--- src/rtl/ram_pkg.sv ---
// Shared definitions for the dual-port RAM and its clear engine.
//   clr_state_e : clear-engine FSM state encoding
//   DEF_DATA_W  : default data word width
//   DEF_ADDR_W  : default address width
package ram_pkg;

  typedef enum logic {
    IDLE     = 1'b0,
    CLEARING = 1'b1
  } clr_state_e;

  localparam int DEF_DATA_W = 8;
  localparam int DEF_ADDR_W = 4;

endpackage

--- src/rtl/ram_clr_ctrl.sv ---
// Clear engine for ram_mem_dp: FSM, clear counter and the write-port mux into the array.
// Ports:
//   clk, rst  : clock, asynchronous active-high reset (restarts the clear from word 0)
//   clr       : clear request, honoured only in IDLE
//   we, waddr, wdata : user write request
//   busy      : registered, high while the array is being cleared
//   arr_we, arr_waddr, arr_wdata : write port actually applied to the array
//                                  (arr_waddr is the clear address while busy)
module ram_clr_ctrl
  import ram_pkg::*;
#(
  parameter int DATA_W = DEF_DATA_W,
  parameter int ADDR_W = DEF_ADDR_W,
  parameter int DEPTH  = 16
) (
  input  logic              clk,
  input  logic              rst,
  input  logic              clr,
  input  logic              we,
  input  logic [ADDR_W-1:0] waddr,
  input  logic [DATA_W-1:0] wdata,
  output logic              busy,
  output logic              arr_we,
  output logic [ADDR_W-1:0] arr_waddr,
  output logic [DATA_W-1:0] arr_wdata
);

  localparam logic [ADDR_W-1:0] LAST_ADDR = ADDR_W'(DEPTH - 1);

  clr_state_e        state;
  logic [ADDR_W-1:0] cnt;
  logic              wr_in_range;

  // Exit on the last word rather than on wrap, so DEPTH == 2**ADDR_W never overflows.
  always_ff @(posedge clk or posedge rst) begin
    if (rst) begin
      state <= CLEARING;
      cnt   <= '0;
      busy  <= 1'b1;
    end else begin
      unique case (state)
        IDLE: begin
          if (clr) begin
            state <= CLEARING;
            cnt   <= '0;
            busy  <= 1'b1;
          end
        end
        CLEARING: begin
          if (cnt == LAST_ADDR) begin
            state <= IDLE;
            cnt   <= '0;
            busy  <= 1'b0;
          end else begin
            cnt <= cnt + 1'b1;
          end
        end
      endcase
    end
  end

  assign wr_in_range = int'(waddr) < DEPTH;

  // CLR wins over a same-edge user write; out-of-range writes vanish.
  always_comb begin
    arr_we    = 1'b0;
    arr_waddr = waddr;
    arr_wdata = wdata;
    if (busy) begin
      arr_we    = 1'b1;
      arr_waddr = cnt;
      arr_wdata = '0;
    end else begin
      arr_we = we & ~clr & wr_in_range;
    end
  end

endmodule

--- src/rtl/ram_mem_dp.sv ---
// Simple dual-port synchronous RAM with registered read, valid strobe,
// optional read-during-write bypass and a hardware clear engine.
// Ports:
//   CLK, RST          : clock, asynchronous active-high reset (starts a full clear)
//   WE, WADDR, DATA_IN: write port
//   RE, RADDR         : read port, result one cycle later
//   CLR               : clear request
//   DATA_OUT          : registered read data, holds when no read
//   DATA_VALID        : one-cycle strobe marking a fresh DATA_OUT
//   BUSY              : clear in progress; WE, RE and CLR are ignored
module ram_mem_dp
  import ram_pkg::*;
#(
  parameter int DATA_W = DEF_DATA_W,
  parameter int ADDR_W = DEF_ADDR_W,
  parameter int DEPTH  = 16,
  parameter int BYPASS = 1
) (
  input  logic              CLK,
  input  logic              RST,
  input  logic              WE,
  input  logic [ADDR_W-1:0] WADDR,
  input  logic [DATA_W-1:0] DATA_IN,
  input  logic              RE,
  input  logic [ADDR_W-1:0] RADDR,
  input  logic              CLR,
  output logic [DATA_W-1:0] DATA_OUT,
  output logic              DATA_VALID,
  output logic              BUSY
);

  logic [DATA_W-1:0] mem [DEPTH];

  logic              arr_we;
  logic [ADDR_W-1:0] arr_waddr;
  logic [DATA_W-1:0] arr_wdata;
  logic              rd_en;
  logic              rd_in_range;
  logic              bypass_hit;
  logic [DATA_W-1:0] rd_data;

  ram_clr_ctrl #(
    .DATA_W (DATA_W),
    .ADDR_W (ADDR_W),
    .DEPTH  (DEPTH)
  ) u_clr_ctrl (
    .clk       (CLK),
    .rst       (RST),
    .clr       (CLR),
    .we        (WE),
    .waddr     (WADDR),
    .wdata     (DATA_IN),
    .busy      (BUSY),
    .arr_we    (arr_we),
    .arr_waddr (arr_waddr),
    .arr_wdata (arr_wdata)
  );

  // No write lands on an edge seen while reset is held.
  always_ff @(posedge CLK) begin
    if (arr_we && !RST) begin
      mem[arr_waddr] <= arr_wdata;
    end
  end

  assign rd_en       = RE & ~BUSY;
  assign rd_in_range = int'(RADDR) < DEPTH;
  // arr_we outside BUSY is exactly the user write that will commit this edge.
  assign bypass_hit  = (BYPASS != 0) && arr_we && !BUSY && (arr_waddr == RADDR);

  always_comb begin
    rd_data = '0;
    if (rd_in_range) begin
      rd_data = bypass_hit ? DATA_IN : mem[RADDR];
    end
  end

  always_ff @(posedge CLK or posedge RST) begin
    if (RST) begin
      DATA_OUT   <= '0;
      DATA_VALID <= 1'b0;
    end else begin
      DATA_VALID <= rd_en;
      if (rd_en) begin
        DATA_OUT <= rd_data;
      end
    end
  end

endmodule

--- config.mk ---
export PLATFORM = sky130hd
export DESIGN_NAME = ram_mem_dp
export DESIGN_NICKNAME = d
export VERILOG_FILES = /design/src/rtl/ram_pkg.sv /design/src/rtl/ram_clr_ctrl.sv /design/src/rtl/ram_mem_dp.sv
export SDC_FILE = /design/constraint.sdc
export NUM_CORES = 1
export LEC_CHECK = 0
export CORE_MARGIN = 2
export CORE_UTILIZATION = 55
export CTS_BUF_LIST = sky130_fd_sc_hd__clkbuf_16
export DETAILED_ROUTE_END_ITERATION = 12
export PLACE_DENSITY = 0.86
export SLEW_MARGIN = 20
export SYNTH_ARGS = -nofsm -noshare
export SYNTH_HDL_FRONTEND = slang
export SYNTH_SLANG_ARGS = --single-unit
--- constraint.sdc ---
create_clock -name CLK -period 5.1 [get_ports CLK]
set_input_delay 0.51 -clock CLK [delete_from_list [all_inputs] [get_ports CLK]]
set_output_delay 0.51 -clock CLK [all_outputs]
set_load 0.02 [all_outputs]
# ---- Word level (Yosys, flattened, before mapping)
# Memory sizes are Yosys's and may differ from the RTL's.
# Cells that the tools add are included.
dict set report word_totals {
  out_inout_bits 10
  mem_bits_rw 128
  wordCells 37
  input_bits 21
  mem_count 1
  ff_bits 15
}
dict set report op_classes {
  n_reduce_logical 6
  addsub 1
  n_bitwise 5
  mux 15
  n_eq_ne 4
}
# name words width rd rd_ports_with_merged_regs wr line
set mem_list {}
lappend mem_list {mem 16 8 1 0 1 ram_mem_dp.sv:32} ;# logic [DATA_W-1:0] mem [DEPTH];
# op n
set ops {}
lappend ops {{$mux W8} 2}
lappend ops {{$mux W4} 3}
lappend ops {{$pmux W4 S2} 1}
lappend ops {{$mux W1} 7}
lappend ops {{$add A4 B1 Y4 const B} 1}
lappend ops {{$eq A4 B4 Y1} 1}
lappend ops {{$eq A4 B4 Y1 const B} 1}
lappend ops {{$ne A2 B2 Y1 const B} 2}
lappend ops {{$pmux W1 S2} 2}
lappend ops {{$logic_and A1 B1 Y1} 3}
lappend ops {{$not A1 Y1} 3}
lappend ops {{$and A1 B1 Y1} 2}
lappend ops {{$logic_not A1 Y1} 2}
lappend ops {{$reduce_and A2 Y1} 1}

# ---- Logic depth before layout (Yosys ltp)
# Gate-level depths: netlist of the first run.
dict set report logic_depth {
  depth_word 6
  ltp_mapped 6
  mapped_depth_nobuf 5
}

# ---- By module
# Synthesis of the first run repeated with hierarchy kept, for this count alone.
dict set report unflattened {
  hier_cells 316
  hier_area_um2 5825.6
}
# mod cells_each n_inst seq_area_each_um2 area_per_inst_um2
set by_module_without_submodules {}
lappend by_module_without_submodules {ram_mem_dp 271 1 4068.9 5402.7}
lappend by_module_without_submodules {ram_clr_ctrl 45 1 152.6 422.9}

# ---- Worst setup path after synthesis of the first run
# No wires, ideal clock.
dict set report synth_timing {
  path_type {register -> register}
  startpoint {reg u_clr_ctrl.busy}
  endpoint {mem mem[2][0] (netlist bit), enable pin}
  t_required_ps 4730
  period_less_slack_ps 2265
  stages_incl_launch_ff 6
  setup_time_ps 370
  slack_ps 2835
  n_path_buf 3
  arrival_time_ps 1895
  cell_sequence {dfstp_2 buf_2 clkbuf_1 clkbuf_1 a22oi_1 nor2_1}
}
dict set report synth_via {
  elab_chain_cells 4
  word_cells_on_any_way 5
  classes_between {4 x mux; 1 x reduce/logical}
}
# element line
set synth_rtl {}
lappend synth_rtl {{start: declaration} ram_clr_ctrl.sv:22} ;# output logic busy,
lappend synth_rtl {{start signal: assignment} ram_clr_ctrl.sv:39} ;# busy <= 1'b1;
lappend synth_rtl {{start signal: assignment} ram_clr_ctrl.sv:46} ;# busy <= 1'b1;
lappend synth_rtl {{start signal: assignment} ram_clr_ctrl.sv:53} ;# busy <= 1'b0;
lappend synth_rtl {{$mux W1} ram_clr_ctrl.sv:69} ;# if (busy) begin
lappend synth_rtl {{$logic_and A1 B1 Y1} ram_mem_dp.sv:61} ;# if (arr_we && !RST) begin
lappend synth_rtl {{$mux W1} ram_mem_dp.sv:61}
lappend synth_rtl {{$mux W1 (not written as such)} ram_mem_dp.sv:62} ;# mem[arr_waddr] <= arr_wdata;
lappend synth_rtl {{end: declaration} ram_mem_dp.sv:32}
# Parallel ways exist; a longest one is shown, timed or not.

# ---- Worst setup path in the final report of the first run
dict set report layout_timing {
  startpoint {reg u_clr_ctrl.busy}
  endpoint {mem mem[4][0] (netlist bit), enable pin}
}
# Same word-level chain as after synthesis.

==> flow_metrics.tcl, run 1 <==
set metrics [dict create \
    cts_setup_buffers 0 \
    design_area_sq_um 6870 \
    syn2layout_area_growth_pct 17.3 \
    route.detailed.drc 0 \
    cts-htree-levels 4 \
    synth-seq-cells 143 \
    tightest_slew_ps 855 \
    grt_start_max_net_pins 34 \
    clk_latency_ps 420 \
    fin_crit_ps 2670 \
    core_sq_um 10300 \
    first_pass_iters 5 \
    drt-vias-per-instance 6.56 \
    drtAntennaViolNets 0 \
    arrival_ps 2710 \
    async_reset_ff_frac 0.105 \
    status "finished, final reports clean" \
    synth_area_leader_cell "edfxtp_1" \
    ys.warnings.count 0 \
    ctsHoldBuffers 0 \
    met2WireLength_um 6060 \
    synth_cell_types 40 \
    p_leak_nw 2.36 \
    fin_crit_sh 0.524 \
    numClockSinks 143 \
    skew_ps 14.2 \
    clk_pin_slew_worst_paths_ps 60 \
    utilization 0.665 \
    cts_root_buf "clkbuf_16" \
    grt_usage 0.241 \
    nets 370 \
    p_switching_w 0.000925 \
    drv_slew 0 \
    drv_cap 0 \
    synth.area.top_cells "edfxtp_1 (66%), mux4_2 (8.5%), dfrtp_1 (5.6%)" \
    grt_setup_unrepaired "false" \
    synth_cells 312 \
    p_sw_frac 0.264 \
    report.final.setup_viol 0 \
    place_area_sq_um 6210 \
    start_util 0.567 \
    drive_gt1_frac 0.183 \
    io_pins 31 \
    hold_viol_final 0 \
    netlist_area_sq_um 5860 \
    dieArea_sq_um 11500 \
    pwr-share-clk 0.381 \
    wl_met1_um 4960 \
    die_h_um 107 \
    routedWlPerCell_um 25.7 \
    power_frac_seq 0.452 \
    antennaDiodeCount 0 \
    cts_buffers 17 \
    synthFlopType "edfxtp_1" \
    cts-resized-gates 0 \
    crit_path_cell_trace "or4b_1 > a21oi_1 > nand2_1 > nor2_1" \
    max_freq_ghz 0.374 \
    syn-num-nets 334 \
    fin_hold_ws_ps 524 \
    critPathLaunchType "flop" \
    routed_wl_um 12800 \
    slew_headroom 0.428 \
    rows 37 \
    synth_enable_flop_cells 128 \
    hp-class "primary input to asynchronous set/reset pin" \
    internal_power_w 0.00257 \
    vias 3261 \
    post-dp-hpwl_um 7490 \
    highest_layer "met4" \
    synth_top_area_share 0.656 \
    met3WireLength_um 1230 \
    first_global_vias 3228 \
    seq_area_frac_synth 0.721 \
    tns_ps 0 \
    max-vdd-ir-drop_v 0.000302 \
    portBuffers 30 \
    cts_tree "done" \
    power_w 0.00350 \
    power.density_nw_per_um2 509 \
    gp_congestion 0.848 \
    antenna_found_initial 0 \
    critPathSlowestCell "nor2_1" \
    slowest_delay_ps 670 \
    critPathMaxFanout 26 \
    syn_avg_cell_area_sq_um 18.8 \
    path_class "flop to flop" \
    fillers 584 \
    comb_power_share 0.167 \
    crit_required_ps 5140 \
    end_kind "flop" \
    fp.dieW_um 107 \
    cts_max_path_buffers 2 \
    grt_pass1_wl_um 19400 \
    grt_overflow 0 \
    drt_iter0_drc 393 \
]
## kinds of logic (layout without fill, tap and decap cells)
family                     Yosys count  after routing  share of synthesized area
AOI/OAI and AO/OA                   41             41                     0.0525
xor gates and xnor gates             4              4                    0.00598
adders and majority gates            1              1                    0.00214
buffers and inverters               20             69                     0.0248
DFF                                143            143                      0.721
muxes                               36             36                      0.136
and+or+nand+nor                     67             67                     0.0575
## registers in the layout (all words and copies together), names as in the netlist
signal and cells:
DATA_VALID 1, u_clr_ctrl.cnt 4, u_clr_ctrl.state 1, DATA_OUT 8, u_clr_ctrl.busy 1, mem 128
## power by group through the flow
stage | sequential [W] | combinational (W) | clock [W]
global placement | 0.00158 | 0.000539 | 0
global route | 0.00159 | 0.000627 | 0.00139
floorplan | 0.00159 | 0.000340 | 0
CTS | 0.00158 | 0.000577 | 0.00134
finish | 0.00158 | 0.000584 | 0.00133
detailed placement | 0.00159 | 0.000564 | 0
## final timing paths
path,depth (start not counted),slack [ps],start,endpoint
min reg2reg,2,560,u_clr_ctrl.state,u_clr_ctrl.cnt[3]
max,4,2430,u_clr_ctrl.busy,mem[4][0]
min,2,520,RST,DATA_VALID
min in group CLK,2,560,u_clr_ctrl.state,u_clr_ctrl.cnt[3]
max in group asynchronous,2,4190,RST,u_clr_ctrl.cnt[1]
max reg2reg,4,2430,u_clr_ctrl.busy,mem[4][0]
## cells in the final DEF (no fill, tap or decap), drive strengths merged, types with 5 or more instances in the layout
| cell | instances |
|---|---|
| clkdlybuf4s50 | 28 |
| a22oi | 18 |
| a21oi | 6 |
| nor2 | 22 |
| nand2 | 16 |
| dfrtp | 13 |
| a221o | 8 |
| clkbuf | 17 |
| and2 | 9 |
| inv | 9 |
| mux4 | 32 |
| bufinv | 5 |
| edfxtp | 128 |
| nor2b | 10 |
## Yosys cell counts (all sizes together) (3+ instances only)
master,n
clkbuf,7
nand2b,3
a21oi,6
mux2i,3
inv,5
a221o,8
dfrtp,13
nor2,22
a22oi,18
edfxtp,128
xor2,4
buf,6
mux4,32
nand2,16
and2,9
nor2b,10
o21ai,3
## per-stage QoR
stage          instances  setup WS (ps)
6_report             497           2430
5_1_grt              497           2290
4_1_cts              497           2490
3_5_place_dp         465           2110
3_3_place_gp         465           1870
2_1_floorplan        312           2830
## layout make-up
class,instances,area (sq um),share of cell area
inverters,5,18.8,0.00273
well taps,136,170,0.0248
multi-input cells,149,1510,0.220
flip-flops and latches,143,4220,0.614
clock buffers,17,425,0.0619
clock inverters,15,218,0.0317
repair buffers,32,308,0.0448
## layer usage
metal  vias up  GRT usage
met5         -          0
met4         0      0.124
met3        41     0.0742
met2       232      0.369
met1      1649      0.315
li1       1339          -
## critical path: cells and delay by family, from the launching register on
family	cells	cell delay (ps)
simple gates	3	1470
compound gates	1	270
flops	1	550
(Power assumes the default switching activity.)
==> run 2: changes to the inputs <==
==> constraint.sdc (replaced) <==
create_clock -name CLK -period 2.5 [get_ports CLK]
set_input_delay 0.25 -clock CLK [delete_from_list [all_inputs] [get_ports CLK]]
set_output_delay 0.25 -clock CLK [all_outputs]
set_load 0.02 [all_outputs]
==> run 2 against run 1 <==
  * Sequential share of layout area fell by 0.80 points
  * First-iteration DRC count grew 18%
  * Routed wire length rose by 2.2%
  * Largest power group unchanged
==> flow_metrics.tcl, run 2 (same netlist as run 1, synthesis figures left out) <==
set metrics [dict create \
    status "finished, final reports clean" \
    grt_start_max_net_pins 34 \
    slew_headroom 0.479 \
    path_class "flop to flop" \
    met3WireLength_um 1300 \
    fin_crit_sh 0.950 \
    grt_overflow 0 \
    grt_usage 0.245 \
    max_freq_ghz 0.421 \
    dp_slack_ps 105 \
    report.final.setup_viol 0 \
    nets 391 \
    p_sw_frac 0.292 \
    cts_setup_buffers 0 \
    first_global_vias 3277 \
    grt_setup_unrepaired "false" \
    post-dp-hpwl_um 7990 \
    critPathLaunchType "flop" \
    cts_tree "done" \
    rows 37 \
    portBuffers 30 \
    power.density_nw_per_um2 977 \
    rrSetupSlack_ps 130 \
    hp-class "primary input to asynchronous set/reset pin" \
    core_sq_um 10300 \
    slowest_delay_ps 590 \
    seq_area_sq_um 4220 \
    drv_slew 0 \
    crit_path_cell_trace "or4b_1 > a21oi_1 > nand2_1 > nor2_1 > buf_4" \
    r2r_end "mem[12][3]" \
    dpl.cell_count 486 \
    final_cells 518 \
    cts-resized-gates 0 \
    r2r-start "u_clr_ctrl.busy" \
    drt-vias-per-instance 6.36 \
    vias 3292 \
    drv_cap 0 \
    path_delay_family "simple AND/OR/NAND/NOR gates" \
    crit_required_ps 2630 \
    p_leak_nw 2.42 \
    path_buf_inv 1 \
    multi_input_area_sq_um 1500 \
    clk_latency_ps 430 \
    internal_power_w 0.00481 \
    first_pass_iters 5 \
    ctsHoldBuffers 0 \
    die_h_um 107 \
    dieArea_sq_um 11500 \
    skew_ps 8.88 \
    io_pins 31 \
    gp_congestion 0.809 \
    setup_ws_ps 126 \
    critPathSlowestCell "or4b_1" \
    fin_hold_ws_ps 235 \
    drive_gt1_frac 0.225 \
    reg_top3 "mem (128), DATA_OUT (8), u_clr_ctrl.cnt (4)" \
    antenna_found_initial 0 \
    start_util 0.567 \
    largest_register_ffs 128 \
    grt_pass1_wl_um 19600 \
    routedWlPerCell_um 25.2 \
    highest_layer "met4" \
    max-vdd-ir-drop_v 0.000715 \
    pwr-share-clk 0.345 \
    comb_power_share 0.183 \
    cts_max_path_buffers 2 \
    cts-htree-levels 4 \
    path_depth 5 \
    final_common_cell "edfxtp_1" \
    tns_ps 0 \
    clk_pin_slew_worst_paths_ps 70 \
    arrival_ps 2510 \
    antennaDiodeCount 0 \
    largest-register "mem" \
    cts_buffers 17 \
    cts_root_buf "clkbuf_16" \
    p_switching_w 0.00199 \
    drt_iter0_drc 462 \
    syn2layout_area_growth_pct 18.8 \
    end_kind "flop" \
    routed_wl_um 13100 \
    critPathMaxFanout 26 \
    numClockSinks 143 \
    wl_met1_um 4940 \
    most-common-layout-cells "edfxtp_1 (128), clkdlybuf4s50_1 (29), mux4_2 (22), nor2_1 (22), buf_4 (21)" \
    power_frac_seq 0.472 \
    tightest_slew_ps 779 \
    hold_viol_final 0 \
    route.detailed.drc 0 \
    drtAntennaViolNets 0 \
    met2WireLength_um 6320 \
    fin_crit_ps 2370 \
    fp.dieW_um 107 \
    fillers 589 \
    reg2reg_depth 5 \
]
## run 2: final cells by class
| type | instances | share of cell area |
|---|---|---|
| Clock buffer | 17 | 0.0611 |
| Clock inverter | 15 | 0.0183 |
| Inverter | 5 | 0.00270 |
| Multi-Input combinational cell | 149 | 0.216 |
| Sequential cell | 143 | 0.607 |
| Tap cell | 136 | 0.0244 |
| Timing Repair Buffer | 53 | 0.0708 |
## run 2: per-layer routing
metal | global-route usage | vias to the layer above
met5 | 0 | -
met1 | 0.324 | 1648
met3 | 0.0681 | 32
met4 | 0.125 | 0
met2 | 0.376 | 223
li1 | - | 1389
## run 2: worst register-to-register path, delay by kind of cell (launching register included)
kind                   cells  cell delay (ps)
AO/OA/AOI/OAI              1              320
flip-flops                 1              530
AND/OR/NAND/NOR            3             1030
buffers and inverters      1              210
## run 2: worst max path at each step
stage	startpoint	end
final	u_clr_ctrl.busy	mem[12][3]
after global routing	u_clr_ctrl.busy	mem[12][0]
after CTS	u_clr_ctrl.busy	mem[12][4]
after detailed placement	CLR	mem[0][1]
after global placement	CLR	mem[10][0]
after floorplan	u_clr_ctrl.busy	mem[2][0]
## run 2: through the flow
step / utilization / power [W] / instance area (sq um)
3_3_place_gp: 0.619 / 0.00439 / 6390
5_1_grt: 0.674 / 0.00703 / 6960
6_report: 0.674 / 0.00680 / 6960
4_1_cts: 0.673 / 0.00680 / 6950
3_5_place_dp: 0.620 / 0.00446 / 6400
2_1_floorplan: - / 0.00393 / 5860
## run 2: power by group through the flow
stage	Clock (W)	Combinational (W)	Sequential (W)
final	0.00235	0.00125	0.00321
after global routing	0.00246	0.00133	0.00323
after CTS	0.00236	0.00124	0.00320
after detailed placement	0	0.00122	0.00324
after global placement	0	0.00117	0.00323
after floorplan	0	0.000694	0.00324
